`src/rtl/stage_fifo_if.sv`:
```
`default_nettype none
// ============================================================================
// Module   : stage_fifo_if
// Brief    : Producer/consumer handshake bundle for the stage_fifo buffer.
// Revision : 1.0
// ============================================================================
interface stage_fifo_if #(
  parameter int WIDTH      = 8,
  parameter int DEPTH_LOG2 = 2
);
  logic                  flush;
  logic                  in_valid;
  logic                  in_ready;
  logic [WIDTH-1:0]      data_IN;
  logic                  out_valid;
  logic                  out_ready;
  logic [WIDTH-1:0]      data_OUT;
  logic [DEPTH_LOG2:0]   count;
  logic                  full;
  logic                  empty;

  modport slave (
    input  flush, in_valid, data_IN, out_ready,
    output in_ready, out_valid, data_OUT, count, full, empty
  );

  modport master (
    output flush, in_valid, data_IN, out_ready,
    input  in_ready, out_valid, data_OUT, count, full, empty
  );
endinterface
`default_nettype wire

```
`src/rtl/stage_fifo.sv`:
```
`default_nettype none
// ============================================================================
// Module   : stage_fifo
// Brief    : First-word-fall-through FIFO with occupancy count and sync flush.
// Revision : 1.0
// ============================================================================
module stage_fifo #(
  parameter int WIDTH      = 8,
  parameter int DEPTH_LOG2 = 2
) (
  input  wire logic     clk,
  input  wire logic     rst,
  stage_fifo_if.slave   bus
);
  localparam int                  c_DEPTH     = 1 << DEPTH_LOG2;
  localparam logic [DEPTH_LOG2:0] c_DEPTH_CNT = (DEPTH_LOG2 + 1)'(c_DEPTH);

  logic [WIDTH-1:0]      mem_q [c_DEPTH];
  logic [DEPTH_LOG2-1:0] wr_ptr_q, wr_ptr_d;
  logic [DEPTH_LOG2-1:0] rd_ptr_q, rd_ptr_d;
  logic [DEPTH_LOG2:0]   count_q, count_d;

  logic w_full, w_empty, w_push, w_pop;

  assign w_full  = (count_q == c_DEPTH_CNT);
  assign w_empty = (count_q == '0);
  // No write-through when full: in_ready ignores out_ready by design.
  assign w_push  = bus.in_valid & bus.in_ready;
  assign w_pop   = bus.out_valid & bus.out_ready;

  assign bus.in_ready  = ~rst & ~w_full;
  assign bus.out_valid = ~w_empty;
  assign bus.data_OUT  = w_empty ? '0 : mem_q[rd_ptr_q];
  assign bus.count     = count_q;
  assign bus.full      = w_full;
  assign bus.empty     = w_empty;

  always_comb begin
    wr_ptr_d = wr_ptr_q;
    rd_ptr_d = rd_ptr_q;
    count_d  = count_q;
    if (bus.flush) begin
      wr_ptr_d = '0;
      rd_ptr_d = '0;
      count_d  = '0;
    end else begin
      if (w_push) wr_ptr_d = wr_ptr_q + 1'b1;
      if (w_pop)  rd_ptr_d = rd_ptr_q + 1'b1;
      if (w_push && !w_pop)      count_d = count_q + 1'b1;
      else if (w_pop && !w_push) count_d = count_q - 1'b1;
    end
  end

  always_ff @(posedge clk) begin
    if (rst) begin
      wr_ptr_q <= '0;
      rd_ptr_q <= '0;
      count_q  <= '0;
    end else begin
      wr_ptr_q <= wr_ptr_d;
      rd_ptr_q <= rd_ptr_d;
      count_q  <= count_d;
    end
  end

  // Storage is deliberately left uncleared by reset; pointers define validity.
  always_ff @(posedge clk) begin
    if (w_push && !bus.flush) mem_q[wr_ptr_q] <= bus.data_IN;
  end
endmodule
`default_nettype wire

```
`src/flat_wrapper.sv`:
```
// flat-port wrapper written by rule: the top's interface ports become plain ports
module stage_fifo_flat 
#(
  parameter int WIDTH      = 8,
  parameter int DEPTH_LOG2 = 2
)
  (clk, rst, bus_flush, bus_in_valid, bus_data_IN, bus_out_ready, bus_in_ready, bus_out_valid, bus_data_OUT, bus_count, bus_full, bus_empty);
  stage_fifo_if #(.WIDTH(WIDTH), .DEPTH_LOG2(DEPTH_LOG2)) bus_i ();
  input  wire logic clk;
  input  wire logic rst;
  input wire logic [$bits(bus_i.flush)-1:0] bus_flush;
  input wire logic [$bits(bus_i.in_valid)-1:0] bus_in_valid;
  input wire logic [$bits(bus_i.data_IN)-1:0] bus_data_IN;
  input wire logic [$bits(bus_i.out_ready)-1:0] bus_out_ready;
  output wire logic [$bits(bus_i.in_ready)-1:0] bus_in_ready;
  output wire logic [$bits(bus_i.out_valid)-1:0] bus_out_valid;
  output wire logic [$bits(bus_i.data_OUT)-1:0] bus_data_OUT;
  output wire logic [$bits(bus_i.count)-1:0] bus_count;
  output wire logic [$bits(bus_i.full)-1:0] bus_full;
  output wire logic [$bits(bus_i.empty)-1:0] bus_empty;
  assign bus_i.flush = bus_flush;
  assign bus_i.in_valid = bus_in_valid;
  assign bus_i.data_IN = bus_data_IN;
  assign bus_i.out_ready = bus_out_ready;
  assign bus_in_ready = bus_i.in_ready;
  assign bus_out_valid = bus_i.out_valid;
  assign bus_data_OUT = bus_i.data_OUT;
  assign bus_count = bus_i.count;
  assign bus_full = bus_i.full;
  assign bus_empty = bus_i.empty;
  stage_fifo #(.WIDTH(WIDTH), .DEPTH_LOG2(DEPTH_LOG2)) u_core (.clk(clk), .rst(rst), .bus(bus_i));
endmodule
```
`config.mk`:
```
export PLATFORM = sky130hd
export DESIGN_NAME = stage_fifo_flat
export DESIGN_NICKNAME = d
export VERILOG_FILES = /design/src/rtl/stage_fifo_if.sv /design/src/rtl/stage_fifo.sv /design/src/flat_wrapper.sv
export SDC_FILE = /design/constraint.sdc
export NUM_CORES = 1
export LEC_CHECK = 0
export CORE_ASPECT_RATIO = 1.25
export CORE_MARGIN = 8
export CORE_UTILIZATION = 54
export CTS_BUF_LIST = sky130_fd_sc_hd__clkbuf_4
export CTS_CLUSTER_DIAMETER = 100
export DETAILED_ROUTE_END_ITERATION = 6
export PLACE_DENSITY = 0.79
export SYNTH_ARGS = -nofsm -noshare
export SYNTH_HDL_FRONTEND = slang
export SYNTH_SLANG_ARGS = --single-unit
```
`constraint.sdc`:
```
create_clock -name clk -period 3.2 [get_ports clk]
set_clock_uncertainty 0.1 [all_clocks]
set_input_delay 0.32 -clock clk [delete_from_list [all_inputs] [get_ports clk]]
set_output_delay 0.32 -clock clk [all_outputs]
set_load 0.02 [all_outputs]
```
==> Yosys cells after proc, flatten, opt, wreduce, memory -nomap -nowiden <==
Memories as Yosys holds them, arrays and structs flattened. A register that Yosys moved wholly into a read port is not among the register bits.
Cells that the tools add are included.
{ "totals": {"n_memories": 1, "regBits": 7, "wordCells": 31, "ram_bits": 32} }
{ "classes": {"bitwise": 6, "addsub": 4, "n_reduce_logical": 9, "n_mux": 7, "n_eq_ne": 1} }
{ "memory_table": {"columns": ["memory", "depth", "width", "read_ports", "rd_clocked_by_memory_dff", "write_ports", "line_no", "source"], "rows": [
  ["u_core.mem_q", 4, 8, 1, 1, 1, "stage_fifo.sv:18", "logic [WIDTH-1:0] mem_q [c_DEPTH];"]
]} }
{ "op_table": {"columns": ["operator", "n"], "rows": [
  ["two-way mux 8 bit", 1],
  ["two-way mux 3 bit", 2],
  ["adder 2 x 1 -> 2 bit, second input constant", 2],
  ["two-way mux 2 bit", 2],
  ["adder 3 x 1 -> 3 bit, second input constant", 1],
  ["bitwise AND 1 bit", 3],
  ["equality test 3 bit, second input constant", 1],
  ["logical AND 1 bit", 3],
  ["logical NOT 1 bit", 3],
  ["logical NOT 3 bit", 1],
  ["NOT 1 bit", 3],
  ["subtractor 3 x 1 -> 3 bit, second input constant", 1],
  ["two-way mux 1 bit", 2],
  ["nonzero test 2 bit", 1],
  ["OR reduction 2 bit", 1]
]} }

==> Longest topological paths before layout <==
Gate-level depths: netlist of the first run.
{ "depth": {"depth_word": 8, "depth_mapped": 10, "depth_no_buf": 9} }

==> Least setup slack after synthesis of the first run <==
No wires, ideal clock.
{ "synth_timing": {"kind": "register to register", "from": "register u_core.count_q[0] (netlist: u_core.bus.count[0])", "to": "register u_core.count_q[2] (netlist: u_core.bus.count[2])", "arrival_time_ns": 2.523, "setup_slack_ns": 0.508, "t_required_ns": 3.030, "setup_ns": 0.070, "stages_incl_launch_ff": 11, "synth_period_minus_slack_ns": 2.692, "cell_sequence": "dfxtp_1 > nor3b_2 > or3b_1 > buf_6 > inv_1 > ha_1 > inv_1 > fa_1 > xor2_1 > or3_2 > a21oi_1"} }
{ "synth_between": {"elab_chain_cells": 7, "elab_cells_between_ends": 16} }
{ "synth_lines": {"columns": ["element", "line_no", "source"], "rows": [
  ["start, declared", "stage_fifo.sv:21", "logic [DEPTH_LOG2:0] count_q, count_d;"],
  ["start signal, assigned", "stage_fifo.sv:62", "count_q <= count_d;"],
  ["equality test 3 bit *", "stage_fifo.sv:25", "assign w_full = (count_q == c_DEPTH_CNT);"],
  ["via bus_full", "flat_wrapper.sv:19", "output wire logic [$bits(bus_i.full)-1:0] bus_full;"],
  ["NOT 1 bit *", "stage_fifo.sv:31", "assign bus.in_ready = ~rst & ~w_full;"],
  ["bitwise AND 1 bit *", "stage_fifo.sv:31", null],
  ["bitwise AND 1 bit *", "stage_fifo.sv:28", "assign w_push = bus.in_valid & bus.in_ready;"],
  ["via u_core.w_push", "stage_fifo.sv:23", "logic w_full, w_empty, w_push, w_pop;"],
  ["logical NOT 1 bit", "stage_fifo.sv:50", "else if (w_pop && !w_push) count_d = count_q - 1'b1;"],
  ["logical AND 1 bit", "stage_fifo.sv:50", null],
  ["nonzero test 2 bit (no line)", null, null]
]} }
The timed path passes the listed nets; every way through them passes the cells marked *. The select of a mux whose other input is x is not followed.
A chain may end at the register's enable or synchronous reset.

==> results of run 1 <==
[synth_stat cells (all sizes together)]
library cell	count
edfxtp	32
dfxtp	9
mux4	8
nor2b	8
nor2	6
ha	5
inv	5
nand2	5
nor3b	5
clkbuf	3
mux2i	3
xor2	3
a21oi	2
buf	2
o21ai	2
or3	2
fa	1
nor3	1
o31ai	1
or2	1
or3b	1
[cells by family after synthesis]
logic type,share of synthesized area [%]
muxes,12.21
DFF,66.28
buffers and inverters,2.689
AOI/OAI and AO/OA,1.599
xor gates and xnor gates,1.526
and+or+nand+nor,10.90
adders and majority gates,4.797
[layout by cell type (no fill, tap or decap)]
master / netlist / final
edfxtp_1: 32 / 32
clkdlybuf4s50_1: 0 / 27
dfxtp_1: 9 / 9
mux4_2: 8 / 8
nor2b_1: 8 / 8
nor2_1: 6 / 6
clkbuf_4: 0 / 6
inv_1: 5 / 5
nor3b_2: 5 / 5
nand2_1: 5 / 5
ha_1: 5 / 5
xor2_1: 3 / 3
mux2i_1: 3 / 3
o21ai_0: 2 / 2
a21oi_1: 2 / 2
clkinvlp_4: 0 / 2
buf_4: 0 / 2
or3b_1: 1 / 1
nor3_1: 1 / 1
or2_2: 1 / 1
o31ai_1: 1 / 1
or3_1: 1 / 1
or3_2: 1 / 1
fa_1: 1 / 1
[area by class of cell]
cell class / count / share of cell area [%]
inverters: 5 / 0.8998
clock buffers: 6 / 2.160
multi-input cells: 54 / 25.61
clock inverters: 2 / 0.7199
repair buffers: 29 / 13.68
well taps: 37 / 2.220
flip-flops and latches: 41 / 54.71
[power breakdown]
| group | switching, mW | leakage (nW) | internal [mW] |
|---|---|---|---|
| sequential | 0.00961 | 0.362 | 0.582 |
| clock | 0.165 | 0.0279 | 0.0944 |
| combinational | 0.0731 | 0.311 | 0.0772 |
| total | 0.248 | 0.701 | 0.753 |
[per-stage QoR]
stage / hold slack, ns / power (mW) / instance area, um2 / utilization [%]
6_report: 0.4082 / 1.001 / 2086 / 66.49
2_1_floorplan: 0.3189 / 0.6833 / 1722 / -
3_5_place_dp: 0.3961 / 0.7572 / 2026 / 64.58
5_1_grt: 0.4499 / 1.032 / 2086 / 66.49
3_3_place_gp: 0.3677 / 0.7527 / 2026 / 64.58
4_1_cts: 0.4130 / 1.010 / 2086 / 66.49
[path summary, 6_finish.rpt]
path	start	end	slack, ns	depth (start not counted)
max	flop	bus_data_OUT[2]	0.50	3
max reg2reg	u_core.bus.count[0]	u_core.bus.count[2]	0.69	9
min reg2reg	u_core.rd_ptr_q[1]	flop	0.41	2
min	u_core.rd_ptr_q[1]	flop	0.41	2
[sequential cells by signal, summed over array words and instances (netlist names), named ones only]
signal and flops:
u_core.mem_q 32, u_core.bus.count 3, u_core.rd_ptr_q 2, u_core.wr_ptr_q 2
[worst register-to-register path: stages (launching register included)]
cell	delay, ns
dfxtp_1	0.49
nor3b_2	0.11
or3b_1	0.38
inv_1	0.07
ha_1	0.17
inv_1	0.06
fa_1	0.37
xor2_1	0.15
or3_2	0.41
a21oi_1	0.14
[metal layers]
metal,vias up,GRT usage [%],part of all wire [%]
li1,444,-,-
met1,453,12.06,39
met2,25,20.23,53
met3,5,3.938,6.6
met4,0,5.782,1.4
met5,-,0,0
==> results.cfg, run 1 <==
[clock_tree]
clockRootBuffer = clkbuf_4
clk_path_buf_depth = 2
cts-htree-levels = 2
cts_tree = built
hold_buffers = 0
clkTransAtPathRegs_ns = 0.12
cts_sinks = 41
worstSkewPairLatency_ns = 0.34
cts_buffers = 5
cts_setup_buffers = 0
post_cts_resized = 0

[critical_path]
crit_family = flip-flops
cp_cell_sequence = mux4_2 -> nor2b_1 -> clkdlybuf4s50_1
crit_path_start_kind = flop
crit_path_max_incr_delay_ns = 0.69
crit_slowest_cell = dfxtp_1
cp.arrival_ns = 2.28
crit_buf_inv = 1
crit_type = flop to output pin
worstPathRequired_ns = 2.78
end_kind = output pin
path_max_fanout = 8

[layout]
drive_above_1_share_pct = 18.25
insertedDiodeCount = 0
fin_cells = 174
multi_input_area_um2 = 534.3
register_area_um2 = 1141
nFillCells = 229
area_growth_pct = 21.15
nNetsFinal = 155

[synth]
synth_area_leaders = edfxtp_1 (56%), dfxtp_1 (10%), mux4_2 (10%)
syn_area_um2 = 1722
yosys.area.top_type = edfxtp_1
synth_seq_cells = 41
yosysSeqAreaShare_pct = 66.28
syn_inst = 105
yosys_warnings = 0
synth_top_cell_area_share_pct = 55.81
avgSynthCellArea_um2 = 16.40
yosysUniqueCellTypes = 23
synth_nets = 124

[timing]
worst_pin_slew_ns = 0.7410
setup_tns_ns = 0
layout_setup_ws_ns = 0.4956
finalHoldViolations = 0
max_freq_ghz = 0.3698
slew_headroom_pct = 50.38
rsz0062_at_grt = false
maxSlewViolCount = 0
setup_viol = 0
min_period_ns = 2.704
fin_crit_sh_pct = 84.51

[run]
drv_cap = 0

[grt]
grt_max_degree = 14
grt_pass1_vias = 947
grt_pass1_wl_um = 4505
track_usage_pct = 11.64
grt_remaining_overflow = 0
grt_antenna_before_repair = 0

[die]
start_util_pct = 54.89
core-area_um2 = 3137
io_pins = 28
rows = 23
die_w_um = 66.51
chipHeight_um = 79.13
dieArea_um2 = 5263

[placed_design]
port_buffers = 27
pre_cts_ws_ns = 0.4745
dp.cells = 166
dp_hpwl_um = 2032
gp_congestion = 0.7401

[run_status]
status = finished, final reports clean

[drt]
routed_wl_um = 2770
wire_per_inst_um = 15.92
vias_per_cell = 5.328
ant_nets = 0
drtIter0Drc = 21
num_vias = 927
first_pass_iters = 4
route.detailed.drc = 0

[min_path]
hold_class = flop to flop

[pwr]
vdd_ir_drop_max_mv = 0.4515
leakage_nw = 0.7010
power_density_nw_per_um2 = 480.0
Power figures use the tool's default switching activity.
==> run 2, diff against run 1 <==
==> constraint.sdc (replaced) <==
create_clock -name clk -period 2.64 [get_ports clk]
set_clock_uncertainty 0.1 [all_clocks]
set_input_delay 0.264 -clock clk [delete_from_list [all_inputs] [get_ports clk]]
set_output_delay 0.264 -clock clk [all_outputs]
set_load 0.02 [all_outputs]
==> results.cfg, run 2 (synthesis results as in run 1) <==
[die]
io_pins = 28
dieArea_um2 = 5263
start_util_pct = 54.89
die_w_um = 66.51
rows = 23
chipHeight_um = 79.13
core-area_um2 = 3137

[pwr]
p_seq_share_pct = 55.4
netSwitchingPower_mw = 0.2912
vdd_ir_drop_max_mv = 0.4538
p_clk_share_pct = 29.7
p_int_mw = 0.9988
p_comb_share_pct = 14.9
leakage_nw = 0.7448
p_sw_share_pct = 22.57
power_density_nw_per_um2 = 599.4

[critical_path]
r2r-end = u_core.bus.count[2]
path_max_fanout = 6
r2r_start = u_core.bus.count[2]
crit_path_start_kind = flop
end_kind = flop
cp.arrival_ns = 2.67
worst-r2r-cell-count = 9
startpoint = u_core.bus.count[2]
crit_type = flop to flop
worstPathRequired_ns = 2.81
reg2reg_setup_slack_ns = 0.14

[drt]
route.detailed.drc = 0
routed_wl_um = 3021
vias_per_cell = 5.394
num_vias = 971
wire_per_inst_um = 16.78
first_pass_iters = 4
ant_nets = 0
drtIter0Drc = 41

[layout]
drive_above_1_share_pct = 22.38
fin_area_um2 = 2152
nFillCells = 223
register_area_um2 = 1144
area_growth_pct = 25.00
top_register = u_core.mem_q
insertedDiodeCount = 0
nNetsFinal = 161
largest_register_ffs = 32
final_cell_mix = edfxtp_1 (32), clkdlybuf4s50_1 (27), mux4_2 (8), nor2b_1 (8), buf_4 (8)
final_common_cell = edfxtp_1
multi_input_area_um2 = 534.3

[run]
drv_cap = 0

[placed_design]
gp_congestion = 0.7104
place_area_um2 = 2073
dp_hpwl_um = 2239
port_buffers = 27
pre_cts_ws_ns = -0.02284

[timing]
min_period_ns = 2.503
setup_viol = 0
maxSlewViolCount = 0
max_freq_ghz = 0.3995
fin_crit_sh_pct = 94.83
layout_setup_ws_ns = 0.1366
slew_headroom_pct = 70.52
rsz0062_at_grt = false
worst_pin_slew_ns = 0.4384
hold_slack_ns = 0.4089
finalHoldViolations = 0

[min_path]
min_delay_path_depth = 2
min-delay-start = u_core.wr_ptr_q[1]
hold_class = flop to flop
whs_endpoint = u_core.wr_ptr_q[1]

[clock_tree]
cts_setup_buffers = 0
cts_sinks = 41
hold_buffers = 0
clk_path_buf_depth = 2
post_cts_resized = 0
clkTransAtPathRegs_ns = 0.12
clockRootBuffer = clkbuf_4
cts_tree = built
worstSkewPairLatency_ns = 0.34
cts-htree-levels = 2
cts_buffers = 5

[grt]
grt_pass1_wl_um = 4871
grt_pass1_vias = 1025
grt_max_degree = 14
grt_antenna_before_repair = 0
track_usage_pct = 12.63
grt_remaining_overflow = 0

[run_status]
status = finished, final reports clean
==> run 2: metal layers <==
layer	part of all wire (%)	track usage, %	up-vias
met5	0	0	-
met4	2.4	7.923	0
met3	6.4	4.923	9
met2	54	21.97	27
met1	37	11.96	475
li1	-	-	460
==> run 2: power by group through the flow <==
stage,Combinational [mW],Clock [mW],Sequential (mW)
2_1_floorplan,0.0971,0,0.732
3_3_place_gp,0.188,0,0.728
3_5_place_dp,0.195,0,0.730
4_1_cts,0.195,0.392,0.715
5_1_grt,0.207,0.416,0.716
6_report,0.192,0.383,0.715
==> run 2: per-stage QoR <==
stage	utilization, %	setup TNS (ns)	total power, mW	std cells
after detailed placement	66.09	-0.02284	0.9242	172
after global routing	68.61	0	1.339	180
after floorplan	-	0	0.8288	105
final	68.61	0	1.290	180
after global placement	66.09	0	0.9158	172
after CTS	68.61	0	1.302	180
==> run 2: layout make-up <==
cell class                      instances  area share [%]
Inverter                                5          0.8721
Timing Repair Buffer                   35           15.35
Tap cell                               37           2.151
Sequential cell                        41           53.14
Clock inverter                          3           1.919
Multi-Input combinational cell         54           24.83
Clock buffer                            5           1.744
==> run 2: worst max path at each step <==
stage	to	slack, ns	cells past startpoint
3_5_place_dp	u_core.bus.count[2]	-0.02	9
6_report	u_core.bus.count[2]	0.14	9
5_1_grt	u_core.bus.count[2]	0.03	9
2_1_floorplan	u_core.bus.count[2]	0.05	10
4_1_cts	u_core.bus.count[2]	0.13	9
3_3_place_gp	u_core.bus.count[2]	0.09	9
==> run 2: critical path: stages (launching register included) <==
cell	delay (ns)
dfxtp_1	0.37
nor3b_2	0.19
or3b_1	0.37
inv_1	0.07
ha_1	0.18
inv_1	0.06
fa_1	0.38
xor2_1	0.16
or3_2	0.40
a21oi_1	0.15
